`config.mk`:
```
export PLATFORM = sky130hd
export DESIGN_NAME = wb_arb_rr
export DESIGN_NICKNAME = d
export VERILOG_FILES = /design/src/rtl/wb_arb_pkg.sv /design/src/rtl/wb_arb_rr_pick.sv /design/src/rtl/wb_arb_rr.sv
export SDC_FILE = /design/constraint.sdc
export NUM_CORES = 1
export LEC_CHECK = 0
export BUFFER_PORTS_ARGS = -buffer_cell sky130_fd_sc_hd__buf_2
export CAP_MARGIN = 20
export CORE_UTILIZATION = 50
export CTS_CLUSTER_DIAMETER = 150
export DETAILED_ROUTE_END_ITERATION = 7
export GPL_TIMING_DRIVEN = 0
export HOLD_SLACK_MARGIN = 0.02
export PLACE_DENSITY = 0.72
export SETUP_SLACK_MARGIN = 0.15
export SLEW_MARGIN = 20
export SYNTH_ARGS = -nofsm -noshare
export SYNTH_HDL_FRONTEND = slang
export SYNTH_SLANG_ARGS = --single-unit
export TNS_END_PERCENT = 1
```
`constraint.sdc`:
```
create_clock -name clk -period 2.9 [get_ports clk]
set_input_delay 0.29 -clock clk [delete_from_list [all_inputs] [get_ports clk]]
set_output_delay 0.29 -clock clk [all_outputs]
set_load 0.05 [all_outputs]
```
`src/rtl/wb_arb_pkg.sv`:
```
// Shared types and default sizing for the round-robin Wishbone master arbiter.
package wb_arb_pkg;

    typedef enum logic {ARB_IDLE, ARB_BUSY} arb_state_e;

    localparam int unsigned WB_ARB_NREQ     = 4;
    localparam int unsigned WB_ARB_MAX_HOLD = 64;

endpackage

```
`src/rtl/wb_arb_rr_pick.sv`:
```
// Rotating-priority picker: first set req at or after start, wrapping modulo NREQ.
module wb_arb_rr_pick
    import wb_arb_pkg::*;
#(
    parameter  int unsigned NREQ = WB_ARB_NREQ,
    localparam int unsigned IW   = $clog2(NREQ)
) (
    input  logic [NREQ-1:0] req,
    input  logic [IW-1:0]   start,
    output logic [IW-1:0]   win,
    output logic            any
);

    // Scan highest offset first so the lowest offset from start wins.
    always_comb begin
        logic [IW-1:0] pos;
        win = start;
        pos = '0;
        for (int i = int'(NREQ) - 1; i >= 0; i--) begin
            pos = IW'((int'(start) + i) % int'(NREQ));
            if (req[pos]) begin
                win = pos;
            end
        end
    end

    assign any = |req;

endmodule

```
`src/rtl/wb_arb_rr.sv`:
```
// Round-robin Wishbone master arbiter with registered index/one-hot grant.
// Optional burst-hold limit enabled by defining WB_ARB_HOLD_LIMIT_EN.
module wb_arb_rr
    import wb_arb_pkg::*;
#(
    parameter  int unsigned NREQ     = WB_ARB_NREQ,
    parameter  int unsigned MAX_HOLD = WB_ARB_MAX_HOLD,
    localparam int unsigned IW       = $clog2(NREQ)
) (
    input  logic            clk,
    input  logic            rst,
    input  logic [NREQ-1:0] req,
    output logic [IW-1:0]   gnt_idx,
    output logic [NREQ-1:0] gnt_oh,
    output logic            gnt_vld,
    output logic            gnt_chg
);

    if (NREQ < 2 || NREQ > 16 || MAX_HOLD < 2) begin : g_param_chk
        $error("wb_arb_rr: NREQ must be 2..16 and MAX_HOLD >= 2");
    end

    arb_state_e      state_q, state_d;
    logic [IW-1:0]   idx_d;
    logic [NREQ-1:0] oh_d;
    logic            vld_d, chg_d;
    logic [IW-1:0]   start_c, next_idx_c, win_c;
    logic            any_c, others_c, limit_c, new_c;

`ifdef WB_ARB_HOLD_LIMIT_EN
    localparam int unsigned HW = $clog2(MAX_HOLD);
    logic [HW-1:0] hold_q, hold_d;

    assign limit_c = (hold_q == HW'(MAX_HOLD - 1));
`else
    assign limit_c = 1'b0;
`endif

    // Rotation start: parked master first when idle, next master when busy.
    assign next_idx_c = (gnt_idx == IW'(NREQ - 1)) ? '0 : gnt_idx + IW'(1);
    assign start_c    = (state_q == ARB_BUSY) ? next_idx_c : gnt_idx;
    assign others_c   = |(req & ~gnt_oh);

    wb_arb_rr_pick #(.NREQ(NREQ)) u_pick (
        .req   (req),
        .start (start_c),
        .win   (win_c),
        .any   (any_c)
    );

    always_comb begin
        state_d = state_q;
        idx_d   = gnt_idx;
        oh_d    = gnt_oh;
        vld_d   = gnt_vld;
        chg_d   = 1'b0;
        new_c   = 1'b0;
        unique case (state_q)
            ARB_IDLE: begin
                if (any_c) begin
                    state_d = ARB_BUSY;
                    new_c   = 1'b1;
                end
            end
            ARB_BUSY: begin
                if (req[gnt_idx] && !(limit_c && others_c)) begin
                    state_d = ARB_BUSY;
                end else if (others_c) begin
                    new_c = 1'b1;
                end else begin
                    state_d = ARB_IDLE;
                    vld_d   = 1'b0;
                    oh_d    = '0;
                end
            end
            default: state_d = ARB_IDLE;
        endcase
        if (new_c) begin
            idx_d = win_c;
            oh_d  = NREQ'(1) << win_c;
            vld_d = 1'b1;
            chg_d = 1'b1;
        end
    end

`ifdef WB_ARB_HOLD_LIMIT_EN
    // Counts cycles of the current grant; saturates when uncontended.
    always_comb begin
        hold_d = hold_q;
        if (new_c) begin
            hold_d = '0;
        end else if (state_q == ARB_BUSY && state_d == ARB_BUSY && !limit_c) begin
            hold_d = hold_q + HW'(1);
        end
    end

    always_ff @(posedge clk or posedge rst) begin
        if (rst) begin
            hold_q <= '0;
        end else begin
            hold_q <= hold_d;
        end
    end
`endif

    always_ff @(posedge clk or posedge rst) begin
        if (rst) begin
            state_q <= ARB_IDLE;
            gnt_idx <= '0;
            gnt_oh  <= '0;
            gnt_vld <= 1'b0;
            gnt_chg <= 1'b0;
        end else begin
            state_q <= state_d;
            gnt_idx <= idx_d;
            gnt_oh  <= oh_d;
            gnt_vld <= vld_d;
            gnt_chg <= chg_d;
        end
    end

endmodule

```
==> impl_metrics.json, run 1 <==
{
  "fin_skew_ps": 1.02,
  "clockBufferDepth": 2,
  "netlist_area_um2": 855,
  "use_met1_pct": 33.4,
  "critPathKind": "reg2reg",
  "ctsResizeCount": 0,
  "antenna_found_initial": 0,
  "reg2reg_to": "gnt_oh[0]$_DFFE_PP0P_",
  "yosysUniqueCellTypes": 45,
  "rsz0062_at_grt": "false",
  "total_power_w": 0.00124,
  "finalWorstPathRequiredPeriod_ps": 2200,
  "path_max_fanout": 10,
  "slew_viol_final": 0,
  "worst_pin_slew_ps": 541,
  "cts_buffers": 3,
  "synth_edf_count": 0,
  "max_freq_ghz": 0.454,
  "hold_viol": 0,
  "critPathRequiredTime_ps": 3040,
  "power_density_nw_per_um2": 1270,
  "setup_tns_ps": 0,
  "crit_arrival_ps": 2350,
  "period_share_pct": 76.0,
  "gr-total-overflow": 0,
  "syn_avg_cell_area_um2": 8.06,
  "fillers": 142,
  "fp.dieH_um": 43.3,
  "htree_levels": 1,
  "insertion_delay_ps": 260,
  "drt_iter0_drc": 18,
  "min_path_cells": 4,
  "ys_warn_count": 0,
  "fp-row-count": 14,
  "placement.cell_area_um2": 935,
  "critPathCaptureType": "flip-flop",
  "cts_setup_buffers": 0,
  "die_area_um2": 1880,
  "regToRegSetupSlack_ps": 700,
  "p_leak_nw": 0.412,
  "grt_pass1_wl_mm": 3.56,
  "outcome": "complete, but fails checks",
  "r2r-start": "state_q$_DFF_PP0_",
  "drive_gt1_share_pct": 22.0,
  "synth-seq-area-share_pct": 26.4,
  "initial_utilization_pct": 54.8,
  "post_drt_wl_per_cell_um": 15.1,
  "hold_end": "state_q$_DFF_PP0_",
  "cts_root_buf": "clkbuf_4",
  "start_kind": "flip-flop",
  "synth-seq-cells": 9,
  "cts_tree": "yes",
  "clock_sinks": 9,
  "remaining_drc_errors": 2,
  "design_area_um2": 971,
  "slew_headroom_pct": 63.5,
  "nets": 130,
  "placed_cells_incl_taps": 134,
  "via_count": 884,
  "syn2layout_area_growth_pct": 13.6,
  "viasPerCell": 6.36,
  "grt.busiest_layer": "met2",
  "path_clk_slew_ps": 60,
  "failed_checks": "DRC",
  "io_buffers": 12,
  "synth_nets": 112,
  "grtUsageMet3_pct": 7.50,
  "synth_flop_cell": "dfrtp_1",
  "coreArea_um2": 1560,
  "synthArstFlopShare_pct": 100,
  "utilization_pct": 62.3,
  "max_cap_violations": 0,
  "grt.total_usage_pct": 25.2,
  "hp-start": "req[1]",
  "gp_congestion": 0.877,
  "hold_path.class": "in2reg",
  "wl_mm": 2.10,
  "finalSetupViolCount": 0,
  "antennaDiodeCount": 0,
  "grt_pass1_vias": 831,
  "detail-route-antenna-nets": 0,
  "io_pins": 14,
  "drt-pass1-iter-count": 6,
  "stdcell_count": 139,
  "ir_drop_mv": 0.886,
  "fp.dieW_um": 43.3,
  "grt.met2_usage_pct": 41.2,
  "synthCells": 106,
  "place_hpwl_mm": 1.51,
  "r2r_cells": 8,
  "grt_max_degree": 11
}
==> placed cells by master (no fill, tap or decap), types with 2 or more instances in the layout <==
cell       count
a21oi_1        3
and3_1         2
nor3b_1        2
a2111oi_0      2
or3_1          3
inv_1          5
nand2_1       11
buf_2         14
dfrtp_1        9
nor2_1         7
clkbuf_1       5
nand4b_1       3
clkbuf_4       3
o21ai_1        4
nor3_1         3
xnor2_1        2
buf_4          2
nand2b_1       5
o21ai_0        6
mux2i_1        3
nor2b_1        2
a211oi_1       2
==> per-stage QoR <==
stage	hold WS, ps	setup slack [ps]
after floorplan	118	692
after global placement	254	795
after detailed placement	259	778
after CTS	441	776
after global routing	476	590
final	451	697
==> report_power, final <==
part / leakage (nW) / internal, W / switching [W] / total [W]
combinational: 0.289 / 0.000315 / 0.000601 / 0.000916
sequential: 0.109 / 0.000181 / 0.0000410 / 0.000222
clock: 0.0150 / 0.0000530 / 0.0000441 / 0.0000971
==> per-layer routing <==
layer	vias to the layer above	share of wire [%]
met5	-	0
met4	0	0.48
met2	43	47
met3	2	9.1
met1	413	44
li1	426	-
==> cell families (layout without fill, tap and decap cells) <==
group                     count (synthesis)  count (layout)  synth area share, %
AOI/OAI and AO/OA                        30              30                 25.6
and+or+nand+nor                          44              44                 28.3
muxes                                     5               5                 6.59
xor gates and xnor gates                  4               4                 4.98
buffers and inverters                    14              31                 8.20
DFF                                       9               9                 26.4
==> flip-flops by register name, summed over array words and instances (netlist names) <==
name	cells
gnt_idx	2
gnt_vld	1
state_q	1
gnt_oh	4
gnt_chg	1
==> worst max-delay path by stage <==
stage	from	end	depth (start not counted)
2_1_floorplan	gnt_idx[0]$_DFFE_PP0P_	gnt_oh[0]$_DFFE_PP0P_	7
3_3_place_gp	req[0]	gnt_idx[0]$_DFFE_PP0P_	8
3_5_place_dp	req[0]	gnt_idx[0]$_DFFE_PP0P_	8
4_1_cts	gnt_idx[0]$_DFFE_PP0P_	gnt_idx[1]$_DFFE_PP0P_	7
5_1_grt	state_q$_DFF_PP0_	gnt_oh[0]$_DFFE_PP0P_	8
6_report	state_q$_DFF_PP0_	gnt_oh[0]$_DFFE_PP0P_	8
==> synth_stat cells, drive strengths merged, types with 4 or more instances <==
master	instances	share of area, %
buf	5	4.2
nand2b	5	3.7
nor2	7	3.1
nand2	11	4.8
clkbuf	4	1.8
inv	5	2.2
dfrtp	9	26
o21ai	10	5.9
==> critical path, cell delays in order, from the launching register on <==
cell	delay, ps
dfrtp_1	440
buf_4	190
buf_2	190
nand4b_1	100
o311ai_0	200
nand4b_1	380
a21o_1	270
xnor2_1	210
o21ai_1	100
==> area by class of cell <==
cell class	count	area (um^2)	share of cell area (%)
timing repair buffer	13	70.1	7.22
sequential	9	225	23.2
inverter	5	18.8	1.93
multi-input combinational	83	559	57.6
clock buffer	4	26.3	2.71
buffer	9	51.3	5.28
tap	16	20.0	2.06
==> what timing repair did <==
item / in CTS / in global routing
endpoints found under the hold margin: 9 / 0
endpoints found under the setup margin: 0 / 0
hold buffers: 1 / 0
Power figures use the tool's default switching activity.
==> run 2, diff against run 1 <==
==> constraint.sdc (replaced) <==
create_clock -name clk -period 2.25 [get_ports clk]
set_input_delay 0.225 -clock clk [delete_from_list [all_inputs] [get_ports clk]]
set_output_delay 0.225 -clock clk [all_outputs]
set_load 0.05 [all_outputs]
==> run 2 against run 1 <==
The flow now finishes without violations. Design area is 9.8% higher. Cell count is 2.2% higher. Worst hold slack worse by 64 ps. Global-route usage is 1.5 points higher.
==> impl_metrics.json, run 2 (synthesized netlist as in run 1, its figures left out) <==
{
  "grt_max_degree": 11,
  "coreArea_um2": 1560,
  "reg2reg_to": "gnt_idx[0]$_DFFE_PP0P_",
  "crit_slowest_cell": "dfrtp_2",
  "fp-row-count": 14,
  "comb_power_share_pct": 75.8,
  "cp_top_family": "compound AO/OA/AOI/OAI gates",
  "detail-route-antenna-nets": 0,
  "path_max_fanout": 10,
  "period_share_pct": 94.0,
  "drive_gt1_share_pct": 31.0,
  "ir_drop_mv": 1.23,
  "p_leak_nw": 0.453,
  "wl_mm": 2.30,
  "worst_pin_slew_ps": 491,
  "via_count": 931,
  "place_hpwl_mm": 1.56,
  "max_cap_violations": 0,
  "swShare_pct": 54.1,
  "p_switching_w": 0.000955,
  "setup_tns_ps": 0,
  "dp_slack_ps": 126,
  "slowest_delay_ps": 440,
  "critPathCaptureType": "flip-flop",
  "outcome": "complete, no violations",
  "viasPerCell": 6.56,
  "grt.total_usage_pct": 26.7,
  "fillers": 132,
  "initial_utilization_pct": 54.8,
  "min_path_cells": 4,
  "clockBufferDepth": 2,
  "start_kind": "flip-flop",
  "post_drt_wl_per_cell_um": 16.2,
  "hold_path.class": "in2reg",
  "regToRegSetupSlack_ps": 140,
  "top_register": "gnt_oh",
  "grt_pass1_wl_mm": 3.72,
  "antennaDiodeCount": 0,
  "hold_viol": 0,
  "htree_levels": 1,
  "critPathRequiredTime_ps": 2410,
  "p_seq_share_pct": 16.9,
  "grt_pass1_vias": 843,
  "drt_iter0_drc": 36,
  "slew_headroom_pct": 67.2,
  "path_clk_slew_ps": 60,
  "syn2layout_area_growth_pct": 24.7,
  "largest_register_ffs": 4,
  "r2r_cells": 7,
  "drt-pass1-iter-count": 4,
  "insertion_delay_ps": 270,
  "p_int_w": 0.000810,
  "io_pins": 14,
  "crit_arrival_ps": 2280,
  "nets": 133,
  "fp.dieW_um": 43.3,
  "finalSetupViolCount": 0,
  "gr-total-overflow": 0,
  "final_common_cell": "buf_2",
  "layout_common_cells": "13 x buf_2, 11 x nand2_1, 7 x nor2_1, 7 x dfrtp_1",
  "cts_root_buf": "clkbuf_4",
  "slew_viol_final": 0,
  "placed_cells_incl_taps": 134,
  "antenna_found_initial": 0,
  "hp-start": "req[1]",
  "remaining_drc_errors": 0,
  "rsz0062_at_grt": "true",
  "critPathKind": "reg2reg",
  "cts_tree": "yes",
  "clock_power_share_pct": 7.3,
  "r2r-start": "gnt_idx[0]$_DFFE_PP0P_",
  "path_cells": "buf_6 -> and2_1 -> o32ai_1 -> a21oi_1 -> a2111oi_2 -> a41oi_1 -> o311ai_1",
  "clock_sinks": 9,
  "max_freq_ghz": 0.473,
  "stdcell_count": 142,
  "top_regs": "gnt_oh (4), gnt_idx (2)",
  "fin_skew_ps": 2.93,
  "hold_end": "state_q$_DFF_PP0_",
  "power_density_nw_per_um2": 1660,
  "die_area_um2": 1880,
  "cts_buffers": 3,
  "io_buffers": 12,
  "fp.dieH_um": 43.3,
  "finalWorstPathRequiredPeriod_ps": 2110,
  "setup_ws_ps": 136,
  "crit_buf_inv": 1,
  "gp_congestion": 0.875,
  "critical_path_cell_count": 7
}
run 2: cell type report:
class / count / area, um^2 / share of cell area (%)
buffer: 9 / 66.3 / 6.22
clock buffer: 4 / 26.3 / 2.46
inverter: 5 / 18.8 / 1.76
multi-input combinational: 83 / 614 / 57.6
sequential: 9 / 228 / 21.4
tap: 16 / 20.0 / 1.88
timing repair buffer: 16 / 92.6 / 8.69
run 2: stage by stage:
step / power (W) / cell area (um^2) / utilization (%) / hold slack, ps
after floorplan: 0.00122 / 856 / - / 52.9
after global placement: 0.00144 / 936 / 60.0 / 189
after detailed placement: 0.00145 / 936 / 60.0 / 204
after CTS: 0.00164 / 988 / 63.4 / 381
after global routing: 0.00188 / 1070 / 68.4 / 409
final: 0.00176 / 1070 / 68.4 / 387
run 2: metal layers:
| layer | part of all wire, % | global-route usage (%) | up-vias |
|---|---|---|---|
| met5 | 0 | 0 | - |
| met4 | 1.8 | 8.13 | 0 |
| met3 | 7.7 | 6.67 | 6 |
| met2 | 47 | 42.1 | 47 |
| met1 | 43 | 36.1 | 438 |
| li1 | - | - | 440 |
run 2: power by group through the flow:
stage               Sequential, W  Clock, W  Combinational, W
finish                   0.000299  0.000129           0.00134
global route             0.000307  0.000142           0.00143
CTS                      0.000287  0.000132           0.00122
detailed placement       0.000289         0           0.00117
global placement         0.000288         0           0.00115
floorplan                0.000495         0          0.000726
run 2: worst min-delay path: stages:
cell       delay (ps)
buf_2             110
nand2b_1           60
o2111ai_1         120
or3_1             110
run 2: worst max-delay path by stage:
stage                           start                     end  slack, ps
6_report       gnt_idx[0]$_DFFE_PP0P_  gnt_idx[0]$_DFFE_PP0P_        140
5_1_grt        gnt_idx[0]$_DFFE_PP0P_  gnt_idx[0]$_DFFE_PP0P_        100
4_1_cts             state_q$_DFF_PP0_  gnt_idx[0]$_DFFE_PP0P_        140
3_5_place_dp   gnt_idx[0]$_DFFE_PP0P_  gnt_idx[1]$_DFFE_PP0P_        130
3_3_place_gp   gnt_idx[0]$_DFFE_PP0P_  gnt_idx[0]$_DFFE_PP0P_        150
2_1_floorplan  gnt_idx[1]$_DFFE_PP0P_  gnt_idx[0]$_DFFE_PP0P_        140
run 2: timing repair:
item                                    CTS  global route
buffers inserted                          1             2
hold buffers                              1             0
hold endpoints to repair                  9             0
endpoints found under the setup margin    5             6
cloned                                    0             0
pin swaps                                 0             6
gates resized for setup                   2            18
==> run 3, diff against run 2 <==
--- a/config.mk
+++ b/config.mk
@@ -7,12 +7,16 @@
 export LEC_CHECK = 0
 export BUFFER_PORTS_ARGS = -buffer_cell sky130_fd_sc_hd__buf_2
 export CAP_MARGIN = 20
-export CORE_UTILIZATION = 50
+export CELL_PAD_IN_SITES_DETAIL_PLACEMENT = 1
+export CELL_PAD_IN_SITES_GLOBAL_PLACEMENT = 1
+export CORE_ASPECT_RATIO = 0.7
+export CORE_UTILIZATION = 40
 export CTS_CLUSTER_DIAMETER = 150
+export CTS_CLUSTER_SIZE = 12
 export DETAILED_ROUTE_END_ITERATION = 7
 export GPL_TIMING_DRIVEN = 0
 export HOLD_SLACK_MARGIN = 0.02
-export PLACE_DENSITY = 0.72
+export PLACE_DENSITY_LB_ADDON = 0.1
 export SETUP_SLACK_MARGIN = 0.15
 export SLEW_MARGIN = 20
 export SYNTH_ARGS = -nofsm -noshare
==> run 3 against run 2 <==
Sequential power rose by 2%. Count of clock-buffer cells in the layout did not move. Setup slack worse by 24 ps. Die area rose by 24%. Utilization shrank 12 points. First-iteration DRC count down 36%. Flip-flop and latch count stayed put. Via count is 0.75% higher. Total power grew 5.1%. Critical endpoint is now gnt_oh[0]$_DFFE_PP0P_. The flow now finishes with violations (DRC). Cell count rose by 4.9%. Largest power group unchanged. Critical path type unchanged. Global-route usage shrank 0.31 points. Routed wire length is 35% higher.
==> impl_metrics.json, run 3 (synthesized netlist as in run 1, its figures left out) <==
{
  "critPathCaptureType": "flip-flop",
  "design_area_um2": 1090,
  "hold_viol": 0,
  "p_switching_w": 0.00105,
  "finalWorstPathRequiredPeriod_ps": 2140,
  "wl_met1_mm": 1.46,
  "drt-pass1-iter-count": 6,
  "nets": 134,
  "cts_tree": "yes",
  "antenna_found_initial": 0,
  "failed_checks": "DRC",
  "period_share_pct": 95.0,
  "layout_common_cells": "14 x buf_2, 11 x nand2_1, 7 x nor2_1, 7 x dfrtp_1",
  "top_register": "gnt_oh",
  "slew_headroom_pct": 67.4,
  "p_int_w": 0.000809,
  "clock_power_share_pct": 7.3,
  "slew_viol_final": 0,
  "htree_levels": 1,
  "place_hpwl_mm": 2.03,
  "clockBufferDepth": 2,
  "rsz0062_at_grt": "true",
  "antennaDiodeCount": 0,
  "clock_sinks": 9,
  "grt_max_degree": 11,
  "fin_skew_ps": 9.38,
  "largest_register_ffs": 4,
  "detail-route-antenna-nets": 0,
  "top_layer": "met4",
  "comb_power_share_pct": 76.3,
  "start_kind": "flip-flop",
  "die_area_um2": 2330,
  "p_seq_share_pct": 16.4,
  "insertion_delay_ps": 270,
  "drive_gt1_share_pct": 33.9,
  "stdcell_count": 149,
  "total_power_w": 0.00185,
  "path_max_fanout": 10,
  "worst_pin_slew_ps": 489,
  "cts_root_buf": "clkbuf_4",
  "p_leak_nw": 0.456,
  "outcome": "complete, but fails checks",
  "fp.dieW_um": 57.2,
  "ir_drop_mv": 0.981,
  "drt_iter0_drc": 23,
  "cts_buffers": 3,
  "viasPerCell": 6.30,
  "setup_tns_ps": 0,
  "grt_pass1_vias": 831,
  "via_count": 938,
  "fillers": 239,
  "critPathRequiredTime_ps": 2390,
  "gr-total-overflow": 0,
  "swShare_pct": 56.4,
  "path_clk_slew_ps": 60,
  "wl_mm": 3.10,
  "dr_wl_met3_um": 147,
  "hold_path.class": "in2reg",
  "met2_length_mm": 1.47,
  "max_freq_ghz": 0.468,
  "grt.total_usage_pct": 26.3,
  "top_regs": "gnt_oh (4), gnt_idx (2)",
  "gp_congestion": 0.802,
  "fp-row-count": 13,
  "finalSetupViolCount": 0,
  "coreArea_um2": 1940,
  "placed_cells_incl_taps": 140,
  "syn2layout_area_growth_pct": 27.5,
  "placement.cell_area_um2": 943,
  "initial_utilization_pct": 44.1,
  "fp.dieH_um": 40.7,
  "io_pins": 14,
  "critPathKind": "reg2reg",
  "post_drt_wl_per_cell_um": 20.8,
  "final_common_cell": "buf_2",
  "max_cap_violations": 0,
  "grt_pass1_wl_mm": 4.29,
  "remaining_drc_errors": 2,
  "crit_arrival_ps": 2280,
  "io_buffers": 12,
  "power_density_nw_per_um2": 1700
}
[run 3: cell type report]
type / count / area (um^2) / area share [%]
multi-input cells: 83 / 626 / 57.4
flip-flops and latches: 9 / 228 / 20.9
repair buffers: 17 / 97.6 / 8.96
plain buffers: 9 / 66.3 / 6.08
well taps: 22 / 27.5 / 2.53
clock buffers: 4 / 26.3 / 2.41
inverters: 5 / 18.8 / 1.72
[run 3: per-layer routing]
layer  vias to the layer above  track usage [%]
li1                        433                -
met1                       468             35.5
met2                        33             44.1
met3                         4             7.57
met4                         0             3.05
met5                         -                0
[run 3: worst paths after layout]
path,startpoint,endpoint,slack [ps],cells past startpoint
min reg2reg,gnt_vld$_DFFE_PP0P_,gnt_vld$_DFFE_PP0P_,490,2
max in group asynchronous,rst,state_q$_DFF_PP0_,1460,3
max,state_q$_DFF_PP0_,gnt_oh[0]$_DFFE_PP0P_,110,8
max reg2reg,state_q$_DFF_PP0_,gnt_oh[0]$_DFFE_PP0P_,110,8
min in group asynchronous,rst,gnt_idx[1]$_DFFE_PP0P_,480,3
min,req[1],state_q$_DFF_PP0_,450,4
[run 3: repair_timing]
item,in CTS,in global routing
setup buffers,1,2
cloned,0,1
pin swaps,1,2
hold endpoints to repair,9,0
hold buffers,1,0
endpoints found under the setup margin,6,6
gates resized for setup,13,8
[run 3: through the flow]
stage / hold slack, ps / setup WS, ps / util, %
2_1_floorplan: 52.9 / 138 / -
3_3_place_gp: 196 / 93.2 / 48.7
3_5_place_dp: 212 / 68.5 / 48.7
4_1_cts: 412 / 160 / 53.5
5_1_grt: 473 / 20.8 / 56.3
6_report: 453 / 112 / 56.3
[run 3: worst max-delay path, stage by stage, from the launching register on]
cell      delay, ps
dfrtp_2         470
buf_6           150
buf_4           170
nand4b_1        130
o311ai_2        140
nand4b_1        340
a21o_1          300
xnor2_2         210
o21ai_1         100
[run 3: power by group through the flow]
| stage | logic, W | clock network, W | registers [W] |
|---|---|---|---|
| 2_1_floorplan | 0.000726 | 0 | 0.000495 |
| 3_3_place_gp | 0.00117 | 0 | 0.000291 |
| 3_5_place_dp | 0.00121 | 0 | 0.000295 |
| 4_1_cts | 0.00131 | 0.000136 | 0.000301 |
| 5_1_grt | 0.00151 | 0.000143 | 0.000314 |
| 6_report | 0.00141 | 0.000135 | 0.000305 |
